## src/rtl/rr_pkg.sv

```systemverilog
// Shared types and helpers for the round-robin handshake arbiter.
package rr_pkg;

    typedef enum logic [0:0] {
        ARB   = 1'b0,
        GRANT = 1'b1
    } rr_state_e;

    // (idx + 1) mod cnt, written as a compare so non-power-of-2 counts stay cheap
    function automatic int unsigned rr_next_idx(input int unsigned idx, input int unsigned cnt);
        return (idx + 32'd1 >= cnt) ? 32'd0 : idx + 32'd1;
    endfunction

endpackage

```

## src/rtl/rr_pick.sv

```systemverilog
// Combinational round-robin picker: first set request at or above ptr, wrapping.
module rr_pick
    import rr_pkg::*;
#(
    parameter int unsigned REQCNT   = 8,
    parameter int unsigned REQWIDTH = $clog2(REQCNT)
) (
    input  logic [REQCNT-1:0]   req,
    input  logic [REQWIDTH-1:0] ptr,
    output logic                found,
    output logic [REQWIDTH-1:0] idx
);

    int unsigned cand;

    // Scan from the farthest offset down so the nearest hit overwrites the rest
    always_comb begin
        found = 1'b0;
        idx   = '0;
        cand  = 32'd0;
        for (int i = REQCNT - 1; i >= 0; i--) begin
            cand = 32'(ptr) + 32'(i);
            if (cand >= REQCNT) begin
                cand = cand - REQCNT;
            end
            if (req[REQWIDTH'(cand)]) begin
                found = 1'b1;
                idx   = REQWIDTH'(cand);
            end
        end
    end

endmodule

```

## src/rtl/rr_arb_hs.sv

```systemverilog
// Round-robin arbiter with per-packet grant locking and a hold-length limit.
module rr_arb_hs
    import rr_pkg::*;
#(
    parameter int unsigned REQCNT   = 8,
    parameter int unsigned REQWIDTH = $clog2(REQCNT),
    parameter bit          LOCK_EN  = 1'b1,
    parameter int unsigned MAX_HOLD = 16
) (
    input  logic                clk_i,
    input  logic                rst_n_i,
    input  logic [REQCNT-1:0]   req_i,
    input  logic [REQCNT-1:0]   last_i,
    input  logic                ack_i,
    output logic [REQCNT-1:0]   gnt_o,
    output logic [REQWIDTH-1:0] gnt_num_o,
    output logic                gnt_val_o,
    output logic                ovf_o
);

    localparam int unsigned HOLDW = $clog2(MAX_HOLD + 1);

    rr_state_e            state_q, state_d;
    logic [REQWIDTH-1:0]  ptr_q, ptr_d;
    logic [HOLDW-1:0]     hold_q, hold_d, hold_inc;
    logic [REQCNT-1:0]    gnt_d;
    logic [REQWIDTH-1:0]  num_d;
    logic                 val_d;
    logic                 ovf_d;
    logic                 rel_c;
    logic                 pick_found;
    logic [REQWIDTH-1:0]  pick_idx;

    rr_pick #(
        .REQCNT   (REQCNT),
        .REQWIDTH (REQWIDTH)
    ) u_pick (
        .req   (req_i),
        .ptr   (ptr_q),
        .found (pick_found),
        .idx   (pick_idx)
    );

    assign hold_inc = hold_q + HOLDW'(1);

    // Next state and next registered outputs
    always_comb begin
        state_d = state_q;
        ptr_d   = ptr_q;
        hold_d  = hold_q;
        gnt_d   = gnt_o;
        num_d   = gnt_num_o;
        val_d   = gnt_val_o;
        ovf_d   = 1'b0;
        rel_c   = 1'b0;
        case (state_q)
            ARB: begin
                gnt_d  = '0;
                num_d  = '0;
                val_d  = 1'b0;
                hold_d = '0;
                if (pick_found) begin
                    state_d = GRANT;
                    gnt_d   = REQCNT'(1) << pick_idx;
                    num_d   = pick_idx;
                    val_d   = 1'b1;
                end
            end
            default: begin
                // A dropped request is an abort even if ack_i is high
                if (!req_i[gnt_num_o]) begin
                    rel_c = 1'b1;
                end else if (ack_i) begin
                    if (!LOCK_EN || last_i[gnt_num_o]) begin
                        rel_c = 1'b1;
                    end else if (hold_inc == HOLDW'(MAX_HOLD)) begin
                        rel_c = 1'b1;
                        ovf_d = 1'b1;
                    end else begin
                        hold_d = hold_inc;
                    end
                end
                if (rel_c) begin
                    state_d = ARB;
                    ptr_d   = REQWIDTH'(rr_next_idx(32'(gnt_num_o), REQCNT));
                    hold_d  = '0;
                    gnt_d   = '0;
                    num_d   = '0;
                    val_d   = 1'b0;
                end
            end
        endcase
    end

    always_ff @(posedge clk_i or negedge rst_n_i) begin
        if (!rst_n_i) begin
            state_q   <= ARB;
            ptr_q     <= '0;
            hold_q    <= '0;
            gnt_o     <= '0;
            gnt_num_o <= '0;
            gnt_val_o <= 1'b0;
            ovf_o     <= 1'b0;
        end else begin
            state_q   <= state_d;
            ptr_q     <= ptr_d;
            hold_q    <= hold_d;
            gnt_o     <= gnt_d;
            gnt_num_o <= num_d;
            gnt_val_o <= val_d;
            ovf_o     <= ovf_d;
        end
    end

endmodule

```

## config.mk

```make
export PLATFORM = sky130hd
export DESIGN_NAME = rr_arb_hs
export DESIGN_NICKNAME = d
export VERILOG_FILES = /design/src/rtl/rr_pkg.sv /design/src/rtl/rr_pick.sv /design/src/rtl/rr_arb_hs.sv
export SDC_FILE = /design/constraint.sdc
export NUM_CORES = 1
export LEC_CHECK = 0
export ABC_AREA = 1
export CAP_MARGIN = 5
export CELL_PAD_IN_SITES_DETAIL_PLACEMENT = 1
export CELL_PAD_IN_SITES_GLOBAL_PLACEMENT = 2
export CORE_MARGIN = 4
export CORE_UTILIZATION = 31
export DETAILED_ROUTE_END_ITERATION = 10
export PLACE_DENSITY = 0.85
export SLEW_MARGIN = 20
export SYNTH_ARGS = -nofsm -noshare
export SYNTH_HDL_FRONTEND = slang
export SYNTH_SLANG_ARGS = --single-unit
export TNS_END_PERCENT = 100
```

## constraint.sdc

```tcl
create_clock -name clk_i -period 3.2 [get_ports clk_i]
set_input_delay 0.96 -clock clk_i [delete_from_list [all_inputs] [get_ports clk_i]]
set_output_delay 0.96 -clock clk_i [all_outputs]
set_load 0.02 [all_outputs]
```

* Word level (Yosys, flattened, before mapping)
Cells that the tools add are included.
Word-level totals: register bits after elaboration 22, bits in latches 0, bits in writable memories 0, memory bits (read-only) 0, bits of input ports 19, output and inout bits 13, word-level logic and storage cells 122, memories 0
Operators by class: $add $sub $neg 17, $mul 0, div/mod/pow operators 0, magnitude comparators 18, eq/ne operators 6, shift-type cells 1, muxes and demuxes 71, bitwise gates (word level) 0, reductions and logical operators 2
Operators with widths (count):
- 3-bit 2-to-1 mux | 20
- 3-bit by 4-bit less-than comparator with 1-bit output (second input constant) | 9
- 4-bit greater-or-equal comparator (second input constant) | 8
- 1-bit 2-to-1 mux | 32
- 1-bit binary-select mux with 3-bit select | 10
- 5-bit 2-to-1 mux | 6
- 8-bit 2-to-1 mux | 3
- 3-bit by 1-bit subtractor with 3-bit output (second input constant) | 8
- 3-bit by 3-bit adder with 4-bit output (second input constant) | 4
- 3-bit by 2-bit != test with 1-bit output (second input constant) | 3
- 3-bit by 1-bit adder with 4-bit output (second input constant) | 2
- 3-bit by 2-bit adder with 4-bit output (second input constant) | 2
- 1-bit by 3-bit left shift with 8-bit output (first input constant) | 1
- 5-bit by 1-bit adder with 5-bit output (second input constant) | 1
- 5-bit equality test (second input constant) | 1
- 3-bit by 4-bit greater-or-equal comparator with 1-bit output (second input constant) | 1
- 4-bit AND reduction | 1
- 3-bit by 1-bit != test with 1-bit output (second input constant) | 1
- 2-bit by 1-bit != test with 1-bit output (second input constant) | 1
- 2-bit AND reduction | 1

* Logic depth before layout (Yosys ltp)
depth in word-level cells 16, depth in mapped cells 20, mapped depth without buffers 19

* By module
Synthesis repeated with hierarchy kept, for this count alone.
Unflattened totals: cells, all modules 295, area total of the unflattened synthesis 2025.7 um^2
By module, submodules not included:
- rr_arb_hs | instances 1, cells each 173, area an instance 1286.2 um^2, seq. area each 550.5 um^2
- rr_pick | instances 1, cells each 122, area an instance 739.5 um^2, seq. area each 0.0 um^2

* Worst setup path before layout
OpenSTA, ideal clock, no wires.
kind input port to flip-flop, start point input port req_i[5], end point register gnt_o[6], setup time 0.118 ns, arrival 1.948 ns, required time 3.082 ns, slack 1.134 ns, cell stages on the path 11, buffers on the path 0, path through nand2_1 nand3_1 nand3_1 nand2_2 a21oi_2 nand2_1 o21bai_1 nand2_2 inv_2 nand4_1 nand2_1
Between the ends: longest elaborated chain between the ends 13, elaborated cells on any way between the ends 40, classes of those cells 1 x eq/ne; 1 x shift; 38 x mux
Ends and longest elaborated chain:
- start, declared | RTL line rr_arb_hs.sv:12 | input logic [REQCNT-1:0] req_i,
- 1-bit binary-select mux with 3-bit select | RTL line rr_pick.sv:26 | if (req[REQWIDTH'(cand)]) begin
- 1-bit 2-to-1 mux (implied by the code) | RTL line rr_pick.sv:26
- 3-bit 2-to-1 mux (8 in series) | RTL line rr_pick.sv:26
- 1-bit by 3-bit left shift with 8-bit output | RTL line rr_arb_hs.sv:64 | gnt_d = REQCNT'(1) << pick_idx;
- 8-bit 2-to-1 mux | RTL line rr_arb_hs.sv:62 | if (pick_found) begin
- 8-bit 2-to-1 mux | RTL line rr_arb_hs.sv:56 | case (state_q)
- end signal, assigned | RTL line rr_arb_hs.sv:108 | gnt_o <= gnt_d;
- end, declared | RTL line rr_arb_hs.sv:15 | output logic [REQCNT-1:0] gnt_o,
Several ways; a longest one is shown, not always the timed one. The select of a mux whose other input is x is not followed. A chain may end at the register's enable or synchronous reset.

* Worst setup path in the final report
start point register ptr_q[1], end point register gnt_o[6]
Between the ends: longest elaborated chain between the ends 16, elaborated cells on any way between the ends 66, classes of those cells 15 x add/sub; 8 x order compare; 1 x shift; 42 x mux
Ends and longest elaborated chain:
- start, declared | RTL line rr_arb_hs.sv:24 | logic [REQWIDTH-1:0] ptr_q, ptr_d;
- start signal, assigned | RTL line rr_arb_hs.sv:106 | ptr_q <= ptr_d;
- 3-bit by 3-bit adder with 4-bit output | RTL line rr_pick.sv:22 | cand = 32'(ptr) + 32'(i);
- 4-bit greater-or-equal comparator / 3-bit by 1-bit subtractor with 3-bit output (equally long branches) | RTL line rr_pick.sv:23, rr_pick.sv:24
- 3-bit 2-to-1 mux | RTL line rr_pick.sv:23 | if (cand >= REQCNT) begin
- 1-bit binary-select mux with 3-bit select | RTL line rr_pick.sv:26
- 1-bit 2-to-1 mux (implied by the code) | RTL line rr_pick.sv:26
- 3-bit 2-to-1 mux (8 in series) | RTL line rr_pick.sv:26
- 1-bit by 3-bit left shift with 8-bit output | RTL line rr_arb_hs.sv:64
- 8-bit 2-to-1 mux * | RTL line rr_arb_hs.sv:62
- 8-bit 2-to-1 mux * | RTL line rr_arb_hs.sv:56
Mark *: on every way between the ends. The rest lies on a longest branch, timed or not. The select of a mux whose other input is x is not followed.

==> impl_metrics.yaml <==
outcome:
  outcome: "complete, no violations"
yosys:
  synth_commonest_cells: "71 x nand2_1, 40 x nand3_1, 22 x dfrtp_1, 22 x inv_1, 21 x nor2_1"
  synth_area_leaders: "dfrtp_1 31%, nand2_1 15%, nand3_1 11%"
  ys_types: 27
  synth_most_common_cell: "nand2_1"
  synth_fp_nets: 291
  yosysTopAreaCellShare_pct: 30.6
  syn-cell-area_um2: 1800
  yosysTopAreaCell: "dfrtp_1"
  seq_area_frac_synth_pct: 30.6
  async_reset_ff_share_pct: 100
  synth_cells: 267
  yosys_warnings: 0
  ys_seq_elements: 22
  synth-edff-count: 0
  syn_area_per_cell_um2: 6.74
  ys.flop_type: "dfrtp_1"
final_layout:
  area_delta_synth_final_pct: 25.1
  register_area_um2: 551
  diodes: 0
  fillers: 716
  multi_input_comb_area_um2: 1080
  drive_gt1_share_pct: 15.1
  final_nets: 324
power_and_ir_drop:
  power.density_nw_per_um2: 1270
  leakagePower_nw: 1.11
  clkPwrFrac_pct: 9.2
  sw_frac_of_total_pct: 57.2
  finalPower_w: 0.00285
  power_frac_seq_pct: 16.6
  power_switching_w: 0.00163
  p_comb_share_pct: 74.2
  p_int_w: 0.00122
  vdd_drop_max_v: 0.000368
grt:
  gr-total-overflow: 0
  track_usage_pct: 15.2
  grt_use_met3_pct: 1.96
  grt_pass1_wl_um: 8930
  grt_pass1_vias: 1851
  antenna_found_initial: 0
  use_met2_pct: 24.4
  grt_max_degree: 23
  use_met1_pct: 21.4
  grt.busiest_layer: "met2"
sta:
  slew_headroom_pct: 69.0
  finalSetupViolations: 0
  slew_viol_final: 0
  grt_setup_unrepaired: "false"
  final_hold_viol_count: 0
  setup_tns_ps: 0
  timing.hold.ws_ps: 497
  finalCritPeriodShare_pct: 80.4
  worstMarginPinSlew_ps: 464
  max_freq_ghz: 0.389
  fin_crit_ps: 2570
  skew_ps: 3.67
hold_path:
  hold_start: "gnt_o[6]$_DFFE_PN0P_"
  worstHoldPathType: "flop to flop"
place:
  dpl.hpwl_um: 4150
  port_buffers: 31
  place_congestion: 0.803
routing:
  routed_wl_um: 5230
  via_count: 1813
  routed_via_density: 4.89
  drc_errors: 0
  drt_iter0_markers: 39
  first_pass_iters: 4
  wl_per_cell_um: 14.1
  ant_nets: 0
cts:
  ctsRootBufferMaster: "clkbuf_8"
  tritoncts: "yes"
  cts_sinks: 22
  clock_latency_ps: 270
  htree_levels: 1
  hold_buffers: 0
  cts_resized: 0
  post_cts_buffers: 0
  path_clk_slew_ps: 80
  clock_path_buffers: 2
  cts_inserted_buffers: 3
setup_path:
  startpoint: "ptr_q[1]$_DFFE_PN0P_"
  reg2reg_from: "ptr_q[1]$_DFFE_PN0P_"
  worstSetupStartpointType: "flop"
  end_kind: "flop"
  critPathMaxFanout: 10
  cp.arrival_ps: 2730
  worstPathRequired_ps: 3360
  criticalPathCategory: "flop to flop"
floorplanning:
  die_y_um: 84.2
  io_pins: 32
  start_util_pct: 32.3
  rows: 27
  core_um2: 5570
  die_area_um2: 7090
  die_x_um: 84.2
flow_run:
  maxCapViolCount: 0
## path summary, 6_finish.rpt
check	to	slack (ps)	cells past startpoint
max in group asynchronous	gnt_o[3]$_DFFE_PN0P_	1940	2
min in group asynchronous	hold_q[3]$_DFFE_PN0P_	1030	2
setup / recovery	gnt_o[6]$_DFFE_PN0P_	630	14
hold reg to reg	gnt_o[6]$_DFFE_PN0P_	500	2
hold / removal	gnt_o[6]$_DFFE_PN0P_	500	2
setup reg to reg	gnt_o[6]$_DFFE_PN0P_	630	14
## power groups by stage
stage	sequential [W]	clock, W	combinational (W)
5_1_grt	0.000491	0.000284	0.00239
3_5_place_dp	0.000479	0	0.00213
3_3_place_gp	0.000477	0	0.00211
4_1_cts	0.000475	0.000274	0.00214
2_1_floorplan	0.000463	0	0.00163
6_report	0.000473	0.000264	0.00212
## metrics by stage
stage / cells / setup slack (ps) / util (%) / instance area [µm²]
global route: 371 / 404 / 40.4 / 2250
finish: 371 / 626 / 40.4 / 2250
global placement: 367 / 371 / 39.1 / 2180
CTS: 371 / 598 / 40.4 / 2250
detailed placement: 367 / 370 / 39.1 / 2180
floorplan: 267 / 1130 / - / 1800
## per-layer routing
metal	wire length [µm]	vias up	share of wire (%)
met1	2660	845	51
met2	2370	27	45
met4	46	0	0.88
li1	-	937	-
met3	159	4	3.0
met5	0	-	0
## layout by cell type, fill, tap and decap left out
cell type        instances
bufinv_16                1
clkdlybuf4s50_1         31
nor2_1                  21
xor2_1                   4
o221ai_1                 2
inv_4                    1
nand4_1                  5
o21ai_2                  1
nor2_2                   1
a21oi_4                  1
o21ai_1                  4
nand3_1                 40
nand3_2                  7
clkbuf_8                 3
a21oi_1                 11
nor3_1                   1
o22ai_2                  1
inv_1                   22
ha_1                     5
buf_4                    3
inv_2                   10
a21oi_2                  1
o21bai_1                 1
mux2i_1                  2
o21ai_0                  9
dfrtp_1                 22
o22ai_1                  3
nand2_1                 71
nand2_2                 15
## critical path: stages, from the launching register on
cell	delay, ps
dfrtp_1	550
inv_4	120
ha_1	500
inv_2	120
nand3_1	160
nand3_2	120
nand2_2	140
inv_2	40
a21oi_2	130
nand2_1	50
o21bai_1	160
nand2_2	120
inv_2	80
nand4_1	100
nand2_1	60
## flip-flops by register name, summed over array words and instances, names as in the netlist
name and cells:
gnt_o 8, gnt_val_o 1, hold_q 5, ovf_o 1
gnt_num_o 3, ptr_q 3, state_q 1
## kinds of logic (layout without fill, tap and decap cells)
group,Yosys count,after routing,share of synthesized area [%]
and+or+nand+nor,161,161,41.8
buffers and inverters,39,71,9.39
AOI/OAI and AO/OA,34,34,11.7
DFF,22,22,30.6
adders and majority gates,5,5,3.48
xor gates and xnor gates,4,4,1.95
muxes,2,2,1.11
## area by class of cell
| type | instances | share of cell area (%) |
|---|---|---|
| multi-input combinational | 206 | 48.0 |
| sequential | 22 | 24.5 |
| timing repair buffer | 34 | 14.8 |
| inverter | 33 | 5.61 |
| tap | 72 | 4.00 |
| clock buffer | 3 | 1.83 |
| clock inverter | 1 | 1.33 |
No activity file was read; power rests on OpenSTA's default activity.
